[src/rtl/pixel_dispatcher_pkg.sv]
// Shared types for the pixel dispatcher: coordinate/window records, FSM states
// and a counter-width helper.
package pixel_dispatch_pkg;

  localparam int COORD_W_DEF = 16;

  typedef logic [COORD_W_DEF-1:0] coord_t;

  typedef struct packed {
    coord_t x_lo;
    coord_t x_hi;
    coord_t y_lo;
    coord_t y_hi;
  } window_t;

  typedef enum logic [1:0] {
    IDLE  = 2'd0,
    RUN   = 2'd1,
    DRAIN = 2'd2
  } dispatch_state_e;

  // Bits needed to hold a count of 0..n.
  function automatic int cnt_width(input int n);
    return (n < 1) ? 1 : $clog2(n + 1);
  endfunction

endpackage

[src/rtl/pixel_dispatcher_if.sv]
// Per-engine valid/ready slot bundle between the dispatcher (master) and the
// engine array (slave).
interface pixel_dispatcher_if #(
  parameter int NUM_ENGINES = 6,
  parameter int COORD_W     = 16
);
  logic [NUM_ENGINES-1:0]              pix_valid;
  logic [NUM_ENGINES-1:0][COORD_W-1:0] pix_x;
  logic [NUM_ENGINES-1:0][COORD_W-1:0] pix_y;
  logic [NUM_ENGINES-1:0]              pix_ready;

  modport master (output pix_valid, pix_x, pix_y, input  pix_ready);
  modport slave  (input  pix_valid, pix_x, pix_y, output pix_ready);
endinterface

[src/rtl/pixel_dispatcher_slot_alloc.sv]
// Prefix count over free slots, clipped to the pixels left in the current row:
// yields per-slot load enables, per-slot x offsets and the issue count.
module pixel_slot_alloc
  import pixel_dispatch_pkg::*;
#(
  parameter  int NUM_ENGINES = 6,
  parameter  int COORD_W     = 16,
  localparam int CNT_W       = cnt_width(NUM_ENGINES)
) (
  input  logic [NUM_ENGINES-1:0]            free_i,
  input  logic [COORD_W:0]                  row_left_i,
  output logic [NUM_ENGINES-1:0]            load_o,
  output logic [NUM_ENGINES-1:0][CNT_W-1:0] x_off_o,
  output logic [CNT_W-1:0]                  issue_cnt_o
);

  always_comb begin
    logic [CNT_W-1:0] rank;
    rank    = '0;
    load_o  = '0;
    x_off_o = '0;
    for (int i = 0; i < NUM_ENGINES; i++) begin
      x_off_o[i] = rank;
      if (free_i[i] && ((COORD_W+1)'(rank) < row_left_i)) begin
        load_o[i] = 1'b1;
        rank      = rank + 1'b1;
      end
    end
    issue_cnt_o = rank;
  end

endmodule

[src/rtl/pixel_dispatcher.sv]
// Raster-order pixel issue from a latched window to NUM_ENGINES valid/ready slots.
// Optional stall counter built only when PIXEL_DISPATCHER_STALL_CNT_EN is defined.
//   state | meaning
//   IDLE  | waiting for start; window check on start
//   RUN   | filling free slots from the cursor
//   DRAIN | last pixel issued, waiting for all slots to empty
module pixel_dispatcher
  import pixel_dispatch_pkg::*;
#(
  parameter int COORD_W       = COORD_W_DEF,
  parameter int SCREEN_WIDTH  = 1280,
  parameter int SCREEN_HEIGHT = 720,
  parameter int NUM_ENGINES   = 6
) (
  input  logic                clk,
  input  logic                reset_n,
  input  logic                start,
  input  logic                abort,
  input  logic [COORD_W-1:0]  win_x_lo,
  input  logic [COORD_W-1:0]  win_x_hi,
  input  logic [COORD_W-1:0]  win_y_lo,
  input  logic [COORD_W-1:0]  win_y_hi,
  pixel_dispatcher_if.master  pix_if,
  output logic                busy,
  output logic                frame_done,
  output logic                cfg_err,
  output logic [31:0]         stall_cycles
);

  localparam int CNT_W = cnt_width(NUM_ENGINES);
  typedef logic [COORD_W:0] wide_t;

  dispatch_state_e                     state_q;
  logic [COORD_W-1:0]                  x_lo_q, x_hi_q, y_hi_q;
  logic [COORD_W-1:0]                  cur_x_q, cur_y_q;
  logic [NUM_ENGINES-1:0]              valid_q;
  logic [NUM_ENGINES-1:0][COORD_W-1:0] px_q, py_q;
  logic                                busy_q, done_q, err_q;

  logic                                win_ok, start_acc, row_end;
  logic [NUM_ENGINES-1:0]              free, load;
  logic [NUM_ENGINES-1:0][CNT_W-1:0]   x_off;
  logic [CNT_W-1:0]                    issue_cnt;
  wide_t                               row_left;

  // All window arithmetic is one bit wider so x_hi at the top of the range cannot wrap.
  always_comb begin
    win_ok = (win_x_lo <= win_x_hi) && (win_y_lo <= win_y_hi)
          && (wide_t'(win_x_hi) < wide_t'(SCREEN_WIDTH))
          && (wide_t'(win_y_hi) < wide_t'(SCREEN_HEIGHT))
          && ((wide_t'(win_x_hi) - wide_t'(win_x_lo) + wide_t'(1)) >= wide_t'(NUM_ENGINES));
  end

  assign start_acc = (state_q == IDLE) && start && !abort && win_ok;
  assign free      = ~valid_q | pix_if.pix_ready;
  assign row_left  = wide_t'(x_hi_q) - wide_t'(cur_x_q) + wide_t'(1);
  assign row_end   = (wide_t'(issue_cnt) == row_left);

  pixel_slot_alloc #(
    .NUM_ENGINES (NUM_ENGINES),
    .COORD_W     (COORD_W)
  ) u_alloc (
    .free_i      (free),
    .row_left_i  (row_left),
    .load_o      (load),
    .x_off_o     (x_off),
    .issue_cnt_o (issue_cnt)
  );

  always_ff @(posedge clk or negedge reset_n) begin
    if (!reset_n) begin
      state_q <= IDLE;
      x_lo_q  <= '0;
      x_hi_q  <= '0;
      y_hi_q  <= '0;
      cur_x_q <= '0;
      cur_y_q <= '0;
      valid_q <= '0;
      px_q    <= '0;
      py_q    <= '0;
      busy_q  <= 1'b0;
      done_q  <= 1'b0;
      err_q   <= 1'b0;
    end else begin
      done_q <= 1'b0;
      err_q  <= 1'b0;
      case (state_q)
        IDLE: begin
          if (start_acc) begin
            x_lo_q  <= win_x_lo;
            x_hi_q  <= win_x_hi;
            y_hi_q  <= win_y_hi;
            cur_x_q <= win_x_lo;
            cur_y_q <= win_y_lo;
            busy_q  <= 1'b1;
            state_q <= RUN;
          end else if (start && !abort) begin
            err_q <= 1'b1;
          end
        end
        RUN: begin
          if (abort) begin
            valid_q <= '0;
            busy_q  <= 1'b0;
            state_q <= IDLE;
          end else begin
            for (int i = 0; i < NUM_ENGINES; i++) begin
              if (load[i]) begin
                valid_q[i] <= 1'b1;
                px_q[i]    <= cur_x_q + COORD_W'(x_off[i]);
                py_q[i]    <= cur_y_q;
              end else if (pix_if.pix_ready[i]) begin
                valid_q[i] <= 1'b0;
              end
            end
            if (row_end) begin
              if (cur_y_q == y_hi_q) begin
                state_q <= DRAIN;
              end else begin
                cur_x_q <= x_lo_q;
                cur_y_q <= cur_y_q + 1'b1;
              end
            end else begin
              cur_x_q <= cur_x_q + COORD_W'(issue_cnt);
            end
          end
        end
        DRAIN: begin
          if (abort) begin
            valid_q <= '0;
            busy_q  <= 1'b0;
            state_q <= IDLE;
          end else if (valid_q == '0) begin
            busy_q  <= 1'b0;
            done_q  <= 1'b1;
            state_q <= IDLE;
          end else begin
            valid_q <= valid_q & ~pix_if.pix_ready;
          end
        end
        default: state_q <= IDLE;
      endcase
    end
  end

`ifdef PIXEL_DISPATCHER_STALL_CNT_EN
  logic [31:0] stall_q;
  logic        all_blocked;

  assign all_blocked = (free == '0) && |(valid_q & ~pix_if.pix_ready);

  always_ff @(posedge clk or negedge reset_n) begin
    if (!reset_n) begin
      stall_q <= '0;
    end else if (start_acc) begin
      stall_q <= '0;
    end else if ((state_q == RUN) && all_blocked && (stall_q != '1)) begin
      stall_q <= stall_q + 32'd1;
    end
  end

  assign stall_cycles = stall_q;
`else
  assign stall_cycles = '0;
`endif

  assign pix_if.pix_valid = valid_q;
  assign pix_if.pix_x     = px_q;
  assign pix_if.pix_y     = py_q;
  assign busy             = busy_q;
  assign frame_done       = done_q;
  assign cfg_err          = err_q;

endmodule

[src/flat_wrapper.sv]
// flat-port wrapper written by rule: the top's interface ports become plain ports
module pixel_dispatcher_flat import pixel_dispatch_pkg::*;
#(
  parameter int COORD_W       = COORD_W_DEF,
  parameter int SCREEN_WIDTH  = 1280,
  parameter int SCREEN_HEIGHT = 720,
  parameter int NUM_ENGINES   = 6
)
  (clk, reset_n, start, abort, win_x_lo, win_x_hi, win_y_lo, win_y_hi, busy, frame_done, cfg_err, stall_cycles, pix_if_pix_valid, pix_if_pix_x, pix_if_pix_y, pix_if_pix_ready);
  pixel_dispatcher_if #(.NUM_ENGINES(NUM_ENGINES), .COORD_W(COORD_W)) pix_if_i ();
  input  logic clk;
  input  logic reset_n;
  input  logic start;
  input  logic abort;
  input  logic [COORD_W-1:0] win_x_lo;
  input  logic [COORD_W-1:0] win_x_hi;
  input  logic [COORD_W-1:0] win_y_lo;
  input  logic [COORD_W-1:0] win_y_hi;
  output logic busy;
  output logic frame_done;
  output logic cfg_err;
  output logic [31:0] stall_cycles;
  output wire logic [$bits(pix_if_i.pix_valid)-1:0] pix_if_pix_valid;
  output wire logic [$bits(pix_if_i.pix_x)-1:0] pix_if_pix_x;
  output wire logic [$bits(pix_if_i.pix_y)-1:0] pix_if_pix_y;
  input wire logic [$bits(pix_if_i.pix_ready)-1:0] pix_if_pix_ready;
  assign pix_if_pix_valid = pix_if_i.pix_valid;
  assign pix_if_pix_x = pix_if_i.pix_x;
  assign pix_if_pix_y = pix_if_i.pix_y;
  assign pix_if_i.pix_ready = pix_if_pix_ready;
  pixel_dispatcher #(.COORD_W(COORD_W), .SCREEN_WIDTH(SCREEN_WIDTH), .SCREEN_HEIGHT(SCREEN_HEIGHT), .NUM_ENGINES(NUM_ENGINES)) u_core (.clk(clk), .reset_n(reset_n), .start(start), .abort(abort), .win_x_lo(win_x_lo), .win_x_hi(win_x_hi), .win_y_lo(win_y_lo), .win_y_hi(win_y_hi), .pix_if(pix_if_i), .busy(busy), .frame_done(frame_done), .cfg_err(cfg_err), .stall_cycles(stall_cycles));
endmodule
[config.mk]
export PLATFORM = sky130hd
export DESIGN_NAME = pixel_dispatcher_flat
export DESIGN_NICKNAME = d
export VERILOG_FILES = /design/src/rtl/pixel_dispatcher_pkg.sv /design/src/rtl/pixel_dispatcher_if.sv /design/src/rtl/pixel_dispatcher_slot_alloc.sv /design/src/rtl/pixel_dispatcher.sv /design/src/flat_wrapper.sv
export SDC_FILE = /design/constraint.sdc
export NUM_CORES = 1
export LEC_CHECK = 0
export CORE_MARGIN = 10
export CORE_UTILIZATION = 54
export CTS_CLUSTER_DIAMETER = 80
export DETAILED_ROUTE_END_ITERATION = 8
export GPL_TIMING_DRIVEN = 0
export HOLD_SLACK_MARGIN = 0.06
export PLACE_DENSITY = 0.81
export SETUP_SLACK_MARGIN = 0.02
export SYNTH_ARGS = -nofsm -noshare
export SYNTH_HDL_FRONTEND = slang
export SYNTH_SLANG_ARGS = --single-unit
[constraint.sdc]
create_clock -name clk -period 13 [get_ports clk]
set_clock_uncertainty 0.1 [all_clocks]
set_input_delay 3.25 -clock clk [delete_from_list [all_inputs] [get_ports clk]]
set_output_delay 3.25 -clock clk [all_outputs]
set_load 0.03 [all_outputs]
==> results of run 1 <==
-- critical path: cells and delay by family, from the launching register on --
kind                       cells  cell delay (ns)
and+or+nand+nor               10             2.20
buffers and inverters          6             0.97
DFF                            1             0.46
xor gates and xnor gates       4             0.74
AOI/OAI and AO/OA             20             5.05
adders and majority gates      8             2.75
-- final timing paths --
kind / from / endpoint / cells after the start
min: u_core.pix_if.pix_x[29] / u_core.pix_if.pix_x[29] / 2
max in group asynchronous: reset_n / u_core.pix_if.pix_x[5] / 3
max reg2reg: u_core.cur_x_q[2] / u_core.cur_x_q[14] / 48
min in group asynchronous: reset_n / u_core.pix_if.pix_x[22] / 1
min reg2reg: u_core.pix_if.pix_x[29] / u_core.pix_if.pix_x[29] / 2
max: u_core.cur_x_q[2] / u_core.cur_x_q[14] / 48
-- stage by stage --
stage | TNS, ns | util | std cells | hold WS, ns
finish | 0 | 0.695 | 2553 | 0.384
global route | 0 | 0.695 | 2553 | 0.413
CTS | 0 | 0.693 | 2554 | 0.386
detailed placement | -5.72 | 0.658 | 2499 | 0.371
global placement | -915.74 | 0.656 | 2496 | 0.365
floorplan | 0 | - | 1820 | 0.350
-- sequential cells by signal (all words and copies together), names as in the netlist --
| name | count |
|---|---|
| u_core.busy | 1 |
| u_core.cfg_err | 1 |
| u_core.cur_x_q | 16 |
| u_core.cur_y_q | 16 |
| u_core.frame_done | 1 |
| u_core.pix_if.pix_valid | 6 |
| u_core.pix_if.pix_x | 96 |
| u_core.pix_if.pix_y | 96 |
| u_core.state_q | 2 |
| u_core.x_hi_q | 16 |
| u_core.x_lo_q | 16 |
| u_core.y_hi_q | 16 |
-- final cells by class --
class	instances	area, µm²
Buffer	122	604
Clock buffer	37	806
Clock inverter	17	294
Fill cell	2381	9690
Inverter	114	432
Multi-Input combinational cell	1299	9470
Sequential cell	283	7080
Tap cell	402	503
Timing Repair Buffer	279	2850
-- cell families (layout without fill, tap and decap cells) --
kind of cell | Yosys count | count (layout)
DFF | 283 | 283
AOI/OAI and AO/OA | 433 | 433
xor gates and xnor gates | 123 | 123
and+or+nand+nor | 447 | 447
other | 1 | 32
adders and majority gates | 131 | 131
muxes | 133 | 133
buffers and inverters | 238 | 569
-- metal layers --
| metal | wire [µm] | GRT usage | share of wire |
|---|---|---|---|
| met5 | 0 | 0 | 0 |
| met4 | 1820 | 0.0970 | 0.032 |
| met3 | 5140 | 0.0417 | 0.089 |
| met2 | 26900 | 0.452 | 0.47 |
| met1 | 23600 | 0.370 | 0.41 |
-- power by group --
group | internal, mW | switching [mW] | total [mW]
combinational | 1.27 | 2.01 | 3.28
sequential | 1.09 | 0.168 | 1.26
clock | 0.581 | 0.376 | 0.958
-- placed cells by master, fill, tap and decap left out, types with 7 or more instances in the layout --
master,netlist,routed
nand2b_1,9,9
nand4_1,20,20
o21ai_1,12,12
buf_1,10,9
a21o_1,24,24
bufinv_16,0,7
and3_1,17,17
inv_1,110,110
nor3_1,31,31
clkdlybuf4s50_1,0,273
nand2_1,148,148
dfrtp_1,283,283
xnor2_1,114,114
ha_1,125,125
o21ai_0,122,122
clkbuf_1,74,73
a211o_1,14,14
a31oi_1,21,21
o21a_1,15,15
and2_1,15,15
conb_1,1,32
a211oi_1,10,10
nor2b_1,12,12
o2111ai_1,7,7
clkbuf_16,0,29
o211ai_1,27,27
or3_1,9,9
nor2_1,125,124
a21oi_1,91,91
buf_4,32,34
nand3_1,31,31
mux2_2,126,126
a21boi_0,7,7
-- what timing repair did --
action	4_1_cts	5_1_grt
hold buffers	0	0
gates resized for setup	1	11
setup endpoints to repair	44	54
endpoints found under the hold margin	0	0
pin swaps	1	0
setup buffers	1	1
==> qor.yml, run 1 <==
sta:
  finalMaxSlewViolations: 0
  setup_slack_ns: 0.665
  setup_viol: 0
  max_freq_mhz: 81.1
  rsz0062_at_grt: "no"
  slew_headroom: 0.121
  fin_crit_ns: 12.34
  fin_crit_sh: 0.949
  hold_violations: 0
  tightestPinTransition_ns: 1.31
drt:
  wl_um: 57500
  antenna_left: 0
  drc: 0
  avgViaCountPerCell: 5.96
  initialDrtViolationCount: 1579
  wl_per_cell_um: 22.5
  drt_first_pass_iters: 6
  vias: 15200
yosys:
  yosys_warnings: 0
  yosysUniqueCellTypes: 90
  synth_mux_area_frac: 0.0857
  synthArstFlopShare: 1.00
  yosysSeqAreaShare: 0.406
  netlist_area_um2: 17400
  ys_ff_latch: 283
  synthXorXnorAreaFrac: 0.0647
  synth_top_area_cell: "dfrtp_1"
  synth-adder-area-share: 0.0966
  synthTopCellsByCount: "dfrtp_1, nand2_1, mux2_2"
  synth_top_area_frac: 0.406
  syn_area_per_cell_um2: 9.74
  synth_edf_count: 0
  synth_area_leaders: "dfrtp_1, ha_1, mux2_2"
  synth_top_family_by_area: "compound AO/OA/AOI/OAI gates"
  synth-simple-area-share: 0.119
  ys_dominant_reg_cell: "dfrtp_1"
  synth_cells: 1789
  synth_compound_area_frac: 0.168
  yosysMostFrequentCell: "dfrtp_1"
setup_path:
  cp_max_fo: 10
  cpMostUsedCell: "ha_1"
  cp.required_ns: 13.39
  rrSetupSlack_ns: 0.66
  critPathLaunchType: "flop"
  cpMaxStageDelayCell: "o31ai_1"
  slowest_delay_ns: 0.51
  critPathKind: "flop to flop"
  cp-end-kind: "flop"
  worst_ep_arrival_time_ns: 12.72
die:
  dieWidth_um: 200
  core.rowCount: 65
  die_area_um2: 39900
  io_pins: 307
  coreArea_um2: 31700
  die_y_um: 200
  initial_core_util: 0.550
cells_and_area:
  fin_nets: 2333
  n_antenna_cell: 0
  area_delta_synth_final_pct: 26.4
  stdcell_area_um2: 22000
  drive_gt1_frac: 0.125
placed_design:
  gp_congestion: 0.941
  hpwlAfterDp_um: 45200
  place_ws_ns: -0.499
  placed_area_um2: 20900
  portBuffers: 274
power:
  finalPower_mw: 5.50
  leakagePower_nw: 9.85
  vdd_drop_max_v: 0.000181
  p_per_area_nw_per_um2: 249
global_routing:
  globalRouteTotalUtil: 0.278
  grt_pass1_wl_um: 86800
  grt.overflow.total: 0
  grt_max_degree: 90
  grt_pass1_vias: 15100
  antenna_found_initial: 0
min_path:
  hp-class: "flop to flop"
cts:
  clkTransAtPathRegs_ns: 0.07
  clkSinkCount: 283
  cts_tree: "built"
  cts_made_buffers: 29
  insertion_delay_ns: 0.57
  clockRootBuffer: "clkbuf_16"
  htree_levels: 1
  clk_path_buf_depth: 3
run_status:
  status: "completed"
run:
  max_cap_violations: 0
No activity file was read; power rests on OpenSTA's default activity.
==> run 2: changes to the inputs <==
- CAP_MARGIN: default -> 20
- CORE_MARGIN: 10 -> 4
==> qor.yml, run 2 (synthesized netlist as in run 1, its figures left out) <==
cells_and_area:
  area_delta_synth_final_pct: 26.1  # was 26.4%
  mostFrequentLayoutCells: "dfrtp_1, clkdlybuf4s50_1, nand2_1"  # unchanged
  fin_nets: 2337  # was 2333
  nFillCells: 2441  # was 2381
  final_core_util: 0.693  # was 0.695
  layout_commonest_cell: "dfrtp_1"  # unchanged
  drive_gt1_frac: 0.126  # was 0.125
  stdcell_area_um2: 22000  # about the same
drt:
  wl_per_cell_um: 21.7  # was 22.5 µm
  vias: 15200  # about the same
  antenna_left: 0  # unchanged
  wl_um: 55400  # was 57500 µm
  drt_first_pass_iters: 5  # was 6
  drc: 0  # unchanged
  avgViaCountPerCell: 5.95  # was 5.96
  initialDrtViolationCount: 1374  # was 1579
setup_path:
  rrSetupSlack_ns: 0.72  # was 0.66 ns
  reg2regPathDepth: 48  # unchanged
  critPathLaunchType: "flop"  # unchanged
  cp_max_fo: 10  # unchanged
  critPathKind: "flop to flop"  # unchanged
  cp-end-kind: "flop"  # unchanged
  slowest_delay_ns: 0.51  # about the same
  reg2reg_from: "u_core.cur_x_q[2]"  # unchanged
  cpMostUsedCell: "ha_1"  # unchanged
  cp.required_ns: 13.42  # was 13.39 ns
  cpMaxStageDelayCell: "o31ai_1"  # unchanged
  r2r-end: "u_core.cur_x_q[9]"  # was u_core.cur_x_q[14]
  worst_ep_arrival_time_ns: 12.70  # was 12.72 ns
min_path:
  hold_end: "u_core.pix_if.pix_x[23]"  # was u_core.pix_if.pix_x[29]
  hold_start: "u_core.pix_if.pix_x[23]"  # was u_core.pix_if.pix_x[29]
  hp-class: "flop to flop"  # unchanged
  hold_depth: 2  # unchanged
die:
  die_y_um: 188  # was 200 µm
  core.rowCount: 65  # unchanged
  die_area_um2: 35200  # was 39900 µm²
  io_pins: 307  # unchanged
  dieWidth_um: 188  # was 200 µm
  initial_core_util: 0.550  # unchanged
  coreArea_um2: 31700  # unchanged
sta:
  fin_crit_ns: 12.28  # was 12.34 ns
  fin_crit_sh: 0.945  # was 0.949
  finalMaxSlewViolations: 0  # unchanged
  rsz0062_at_grt: "no"  # unchanged
  tightestPinTransition_ns: 1.08  # was 1.31 ns
  slew_headroom: 0.277  # was 0.121
  hold_violations: 0  # unchanged
  setup_viol: 0  # unchanged
  max_freq_mhz: 81.4  # was 81.1 MHz
placed_design:
  gp_congestion: 0.918  # was 0.941
  placed_area_um2: 20900  # about the same
  portBuffers: 274  # unchanged
  hpwlAfterDp_um: 43100  # was 45200 µm
run:
  max_cap_violations: 0  # unchanged
global_routing:
  grt_pass1_vias: 15300  # was 15100
  antenna_found_initial: 0  # unchanged
  grt_pass1_wl_um: 85900  # was 86800 µm
  grt.overflow.total: 0  # unchanged
  globalRouteTotalUtil: 0.304  # was 0.278
  grt_max_degree: 112  # was 90
cts:
  clk_path_buf_depth: 3  # unchanged
  insertion_delay_ns: 0.58  # was 0.57 ns
  htree_levels: 1  # unchanged
  ctsHoldBuffers: 0  # unchanged
  clockRootBuffer: "clkbuf_16"  # unchanged
  cts_tree: "built"  # unchanged
  clkTransAtPathRegs_ns: 0.06  # was 0.07 ns
  cts_made_buffers: 31  # was 29
  clkSinkCount: 283  # unchanged
power:
  vdd_drop_max_v: 0.000216  # was 0.000181 V
  p_per_area_nw_per_um2: 246  # was 249 nW/µm²
  leakagePower_nw: 9.83  # was 9.85 nW
run_status:
  status: "completed"  # unchanged
## run 2: power breakdown
group	internal, mW	total, mW	switching [mW]	leakage, nW
clock	0.516	0.885	0.370	0.505
sequential	1.09	1.26	0.171	3.50
combinational	1.28	3.26	1.98	5.82
## run 2: worst max-delay path by stage
| stage | startpoint | end | slack (ns) | depth (start not counted) |
|---|---|---|---|---|
| 2_1_floorplan | u_core.cur_x_q[2] | u_core.cur_x_q[10] | 1.88 | 48 |
| 3_3_place_gp | reset_n | u_core.pix_if.pix_y[7] | -3.35 | 1 |
| 3_5_place_dp | u_core.cur_x_q[2] | u_core.cur_x_q[10] | -0.55 | 48 |
| 5_1_grt | u_core.cur_x_q[2] | u_core.cur_x_q[14] | 0.11 | 49 |
| 4_1_cts | u_core.cur_x_q[2] | u_core.cur_x_q[14] | 0.16 | 51 |
| 6_report | u_core.cur_x_q[2] | u_core.cur_x_q[9] | 0.72 | 48 |
## run 2: what timing repair did
action / 4_1_cts / 5_1_grt
endpoints found under the setup margin: 39 / 45
resized for setup: 2 / 13
setup buffers: 1 / 4
pin swaps: 1 / 1
## run 2: stage by stage
step	std cells	TNS [ns]	hold WS (ns)	total power [mW]	setup slack, ns
6_report	2557	0	0.383	5.41	0.721
5_1_grt	2556	0	0.399	5.73	0.111
4_1_cts	2554	0	0.390	5.34	0.159
3_5_place_dp	2498	-5.55	0.375	4.44	-0.553
3_3_place_gp	2496	-939.64	0.363	4.35	-3.35
2_1_floorplan	1820	0	0.350	3.40	1.88
## run 2: final cells by class
cell class | instances | area, µm² | area share
multi-input combinational | 1299 | 9480 | 0.431
sequential | 283 | 7080 | 0.322
timing repair buffer | 281 | 2840 | 0.129
clock buffer | 46 | 932 | 0.0424
buffer | 122 | 606 | 0.0276
tap | 402 | 503 | 0.0229
inverter | 114 | 432 | 0.0196
clock inverter | 9 | 101 | 0.00461
antenna | 1 | 2.50 | 0.000114
## run 2: layer usage
layer  track usage  part of all wire  up-vias
met2         0.491              0.46      768
li1              -                 -     6956
met1         0.414              0.42     7350
met4         0.113             0.041        0
met3        0.0504             0.083      130
met5             0                 0        -
## run 2: worst max-delay path: cells and delay by family (launching register included)
family / cells / cell delay (ns)
adders and majority gates: 7 / 2.43
DFF: 1 / 0.46
and+or+nand+nor: 9 / 1.60
buffers and inverters: 6 / 1.04
xor gates and xnor gates: 3 / 0.66
AOI/OAI and AO/OA: 23 / 5.90
